**src/rtl/fpgmips_pkg.sv**
```systemverilog
// fpgmips shared definitions: opcode field bounds, HLT opcode
// and the fetch-stage state encoding.
package fpgmips_pkg;

  localparam int OP_MSB = 31;
  localparam int OP_LSB = 27;

  localparam logic [OP_MSB-OP_LSB:0] OP_HLT = 5'b00001;

  typedef enum logic {
    EXECUTANDO = 1'b0,
    PARADO     = 1'b1
  } estado_busca_t;

  function automatic logic eh_hlt(
    input logic [31:0] inst
  );
    return inst[OP_MSB:OP_LSB] == OP_HLT;
  endfunction

endpackage

```
**src/rtl/contador_programa.sv**
```systemverilog
// Program counter register and next-PC mux.
// Ports: clock, reset, desvio/alvo (redirect), avancar (pc+1), pc.
module contador_programa
  import fpgmips_pkg::*;
#(
  parameter int LARG_PC    = 5,
  parameter int PC_INICIAL = 0
) (
  input  logic               clock,
  input  logic               reset,
  input  logic               desvio,
  input  logic               avancar,
  input  logic [LARG_PC-1:0] alvo,
  output logic [LARG_PC-1:0] pc
);

  logic [LARG_PC-1:0] pc_prox;

  // Increment wraps naturally at LARG_PC bits.
  always_comb begin
    pc_prox = pc;
    if (desvio)
      pc_prox = alvo;
    else if (avancar)
      pc_prox = pc + 1'b1;
  end

  always_ff @(posedge clock or posedge reset) begin
    if (reset)
      pc <= LARG_PC'(PC_INICIAL);
    else
      pc <= pc_prox;
  end

endmodule

```
**src/rtl/busca_instrucao.sv**
```systemverilog
// Fetch stage: drives MemInst address, fills IF/ID, handles
// stall, redirect and HLT. Optional ciclos output: CONTADOR_CICLOS_EN.
// Ports: clock, reset, endereco, instrucao_mem, parar, desvio,
// alvo_desvio, instrucao, pc_instrucao, valida, halt [, ciclos].
module busca_instrucao
  import fpgmips_pkg::*;
#(
  parameter int LARG_PC    = 5,
  parameter int PC_INICIAL = 0
) (
  input  logic        clock,
  input  logic        reset,
  output logic [31:0] endereco,
  input  logic [31:0] instrucao_mem,
  input  logic        parar,
  input  logic        desvio,
  input  logic [31:0] alvo_desvio,
  output logic [31:0] instrucao,
  output logic [31:0] pc_instrucao,
  output logic        valida,
`ifdef CONTADOR_CICLOS_EN
  output logic [31:0] ciclos,
`endif
  output logic        halt
);

  estado_busca_t      estado;
  estado_busca_t      estado_prox;
  logic [LARG_PC-1:0] pc;
  logic               hlt_mem;
  logic               avancar;
  logic               unused_alvo;

  assign unused_alvo = ^alvo_desvio[31:LARG_PC];

  assign endereco = {{(32-LARG_PC){1'b0}}, pc};
  assign hlt_mem  = eh_hlt(instrucao_mem);

  assign avancar = !desvio && !parar &&
                   (estado == EXECUTANDO) && !hlt_mem;

  contador_programa #(
    .LARG_PC   (LARG_PC),
    .PC_INICIAL(PC_INICIAL)
  ) u_pc (
    .clock  (clock),
    .reset  (reset),
    .desvio (desvio),
    .avancar(avancar),
    .alvo   (alvo_desvio[LARG_PC-1:0]),
    .pc     (pc)
  );

  always_comb begin
    estado_prox = estado;
    if (desvio)
      estado_prox = EXECUTANDO;
    else if (!parar && estado == EXECUTANDO && hlt_mem)
      estado_prox = PARADO;
  end

  always_ff @(posedge clock or posedge reset) begin
    if (reset)
      estado <= EXECUTANDO;
    else
      estado <= estado_prox;
  end

  always_ff @(posedge clock or posedge reset) begin
    if (reset) begin
      instrucao    <= '0;
      pc_instrucao <= '0;
      valida       <= 1'b0;
      halt         <= 1'b0;
    end else if (desvio) begin
      valida <= 1'b0;
      halt   <= 1'b0;
    end else if (!parar) begin
      if (estado == EXECUTANDO) begin
        instrucao    <= instrucao_mem;
        pc_instrucao <= endereco;
        valida       <= 1'b1;
        if (hlt_mem)
          halt <= 1'b1;
      end else begin
        valida <= 1'b0;
      end
    end
  end

`ifdef CONTADOR_CICLOS_EN
  always_ff @(posedge clock or posedge reset) begin
    if (reset)
      ciclos <= '0;
    else if (estado == EXECUTANDO && ciclos != '1)
      ciclos <= ciclos + 1'b1;
  end
`endif

endmodule

```
**config.mk**
```make
export PLATFORM = sky130hd
export DESIGN_NAME = busca_instrucao
export DESIGN_NICKNAME = d
export VERILOG_FILES = /design/src/rtl/fpgmips_pkg.sv /design/src/rtl/contador_programa.sv /design/src/rtl/busca_instrucao.sv
export SDC_FILE = /design/constraint.sdc
export NUM_CORES = 1
export LEC_CHECK = 0
export ABC_AREA = 1
export CORE_UTILIZATION = 35
export DETAILED_ROUTE_END_ITERATION = 10
export PLACE_DENSITY = 0.89
export SYNTH_ARGS = -nofsm -noshare
export SYNTH_HDL_FRONTEND = slang
export SYNTH_SLANG_ARGS = --single-unit
```
**constraint.sdc**
```tcl
create_clock -name clock -period 1.5 [get_ports clock]
set_input_delay 0.3 -clock clock [delete_from_list [all_inputs] [get_ports clock]]
set_output_delay 0.3 -clock clock [all_outputs]
set_load 0.02 [all_outputs]
```
==> results.cfg, run 1 <==
[grt]
antenna_found_initial = 0
grt_max_degree = 22
grt_pass1_vias = 1860
grt_pass1_wl_um = 9073
grt_usage = 0.1606
grt_overflow = 0

[clocking]
cts_tree = done
worstSkewPairLatency_ps = 290
path_clk_slew_ps = 80
htree_levels = 2
cts_num_sinks = 45
numCtsBuffers = 5
clock_tree.root_cell = clkbuf_8
clk_path_buf_depth = 2

[sta]
whs_ps = 181.6
post-route-min-period_ps = 1360
slew_viol_final = 0
setup_viol = 0
skew_ps = 3.365
period_share = 0.9067
rsz0062_at_grt = false
final_hold_viol_count = 0
max_freq_ghz = 0.7353

[power]
power_frac_seq = 0.428
clkPwrFrac = 0.268
switchingPower_w = 0.001132
ir_worst_vdd_uv = 503.3
p_sw_frac = 0.3338
combPwrFrac = 0.303
intPower_w = 0.002259
power_density_nw_per_um2 = 1064
cellLeakagePower_nw = 1.768

[hold_path]
hold_path_class = primary input to asynchronous set/reset pin

[yosys]
synth_flop_cell = dfrtp_1
netlist_instances = 276
synth_warnings = 0
yosys.cell_count.top_type = nand2_1
netlist_area_sq_um = 2318
netlist_top_cells_area = dfrtp_1, buf_4, nand2_1
synth_top_cell_by_area = dfrtp_1
netlist_top_cells_count = nand2_1, buf_4, dfrtp_1
post_synth.cell_area_avg_sq_um = 8.400
synth_top_area_frac = 0.4857
async_flop_share = 1.000
synth_edf_count = 0
ys_seq_area_frac = 0.4857
synth_cell_type_count = 17
synth-seq-cells = 45

[setup_path]
cp_top_family = flip-flops
critPathRequiredTime_ps = 1200
crit_path_end_kind = primary output
worstPathCellList = dlygate4sd2_1
crit_fanout = 4
cp_num_buf_inv = 1
worst-setup-path-type = flip-flop to primary output
cpPeakStageDelay_ps = 410
crit_path_start_kind = flip-flop
cp_slowest_cell = dfrtp_1
worstPathArrival_ps = 1060

[place]
portBuffers = 84
hpwlAfterDp_um = 4063
gp_congestion = 0.8619

[drt]
viasPerCell = 4.384
ant_nets = 0
wirelength_um = 5290
vias = 1964
drc = 0
drtIter0Drc = 145
first_pass_iters = 4
routedWlPerCell_um = 11.81

[die]
pin_count = 166
start_util = 0.3630
die_h_um = 83.39
die_w_um = 83.39
core_area_sq_um = 6386
die_area_sq_um = 6954
num_rows = 29

[final_layout]
insertedDiodeCount = 0
fill_cells = 636
drive_above_1_share = 0.07817
syn2layout_area_growth_pct = 37.45
final_nets = 439
final_core_util = 0.4990

[run]
cap_violations = 0

[outcome]
status = finished clean
sequential cells by signal (all words and copies together) (netlist names):
name and cells:
estado 1, halt 1, instrucao 32, pc_instrucao 5, u_pc.pc 5, valida 1
path summary, 6_finish.rpt:
path / from / to / slack (ps) / cells after the start
setup reg to reg: u_pc.pc[0] / u_pc.pc[4] / 260 / 8
hold reg to reg: pc_instrucao[1] / pc_instrucao[1] / 470 / 2
min in group clock: pc_instrucao[1] / pc_instrucao[1] / 470 / 2
max in group asynchronous: reset / instrucao[29] / 940 / 3
setup / recovery: u_pc.pc[4] / endereco[4] / 140 / 1
hold / removal: reset / halt / 180 / 2
metrics by stage:
| stage | area [sq um] | cells | setup WS, ps | power, W | setup TNS [ps] |
|---|---|---|---|---|---|
| after floorplan | 2517 | 329 | 140.6 | 0.002175 | 0 |
| after global placement | 3127 | 440 | -113.6 | 0.002599 | -510.8 |
| after detailed placement | 3127 | 440 | -110.5 | 0.002632 | -517.2 |
| after CTS | 3187 | 448 | 132.1 | 0.003436 | 0 |
| after global routing | 3187 | 448 | 59.12 | 0.003606 | 0 |
| final | 3187 | 448 | 140.0 | 0.003391 | 0 |
routing by layer:
layer | vias to the layer above | part of all wire | global-route usage
met2 | 94 | 0.50 | 0.2765
met3 | 4 | 0.074 | 0.04274
met4 | 0 | 0.0059 | 0.02038
met1 | 919 | 0.42 | 0.2077
li1 | 947 | - | -
met5 | - | 0 | 0
cell type report:
cell class,instances,area (sq um),share of cell area
well taps,77,96.34,0.03023
flip-flops and latches,45,1126,0.3534
clock inverters,3,46.29,0.01453
multi-input cells,211,885.9,0.2780
clock buffers,5,68.82,0.02159
inverters,6,25.02,0.007852
repair buffers,101,938.4,0.2945
cells in the final DEF, fill, tap and decap left out, types with 2 or more instances in the layout:
master / n
buf_4: 15
clkbuf_8: 5
inv_1: 4
nand4_1: 2
buf_12: 2
conb_1: 54
dfrtp_1: 45
nand3_1: 44
o21ai_0: 2
clkdlybuf4s50_1: 40
nor2_1: 2
dlygate4sd2_1: 44
nand2_1: 98
o21ai_1: 4
what timing repair did:
| item | 4_1_cts | 5_1_grt |
|---|---|---|
| setup buffers | 0 | 0 |
| hold buffers | 0 | 0 |
| setup endpoints to repair | 44 | 0 |
| resized for setup | 44 | 0 |
power by group through the flow:
stage / Sequential, W / Combinational (W) / Clock (W)
2_1_floorplan: 0.00169 / 0.000487 / 0
3_3_place_gp: 0.00148 / 0.00112 / 0
3_5_place_dp: 0.00148 / 0.00115 / 0
4_1_cts: 0.00145 / 0.00104 / 0.000944
5_1_grt: 0.00148 / 0.00112 / 0.00101
6_report: 0.00145 / 0.00103 / 0.000910
kinds of logic after synthesis:
group | synth area share
xor+xnor | 0.003778
compound gates | 0.01295
simple gates | 0.2725
fa+ha+maj | 0.005396
buf+inv | 0.2180
other cells | 0.001617
flops | 0.4857
No activity file was read; power rests on OpenSTA's default activity.
==> run 2, diff against run 1 <==
--- a/config.mk
+++ b/config.mk
@@ -6,6 +6,7 @@
 export NUM_CORES = 1
 export LEC_CHECK = 0
 export ABC_AREA = 1
+export CAP_MARGIN = 10
 export CORE_UTILIZATION = 35
 export DETAILED_ROUTE_END_ITERATION = 10
 export PLACE_DENSITY = 0.89
==> results of run 2 <==
The final DEF is identical to that of run 1; final timing and power are the same.
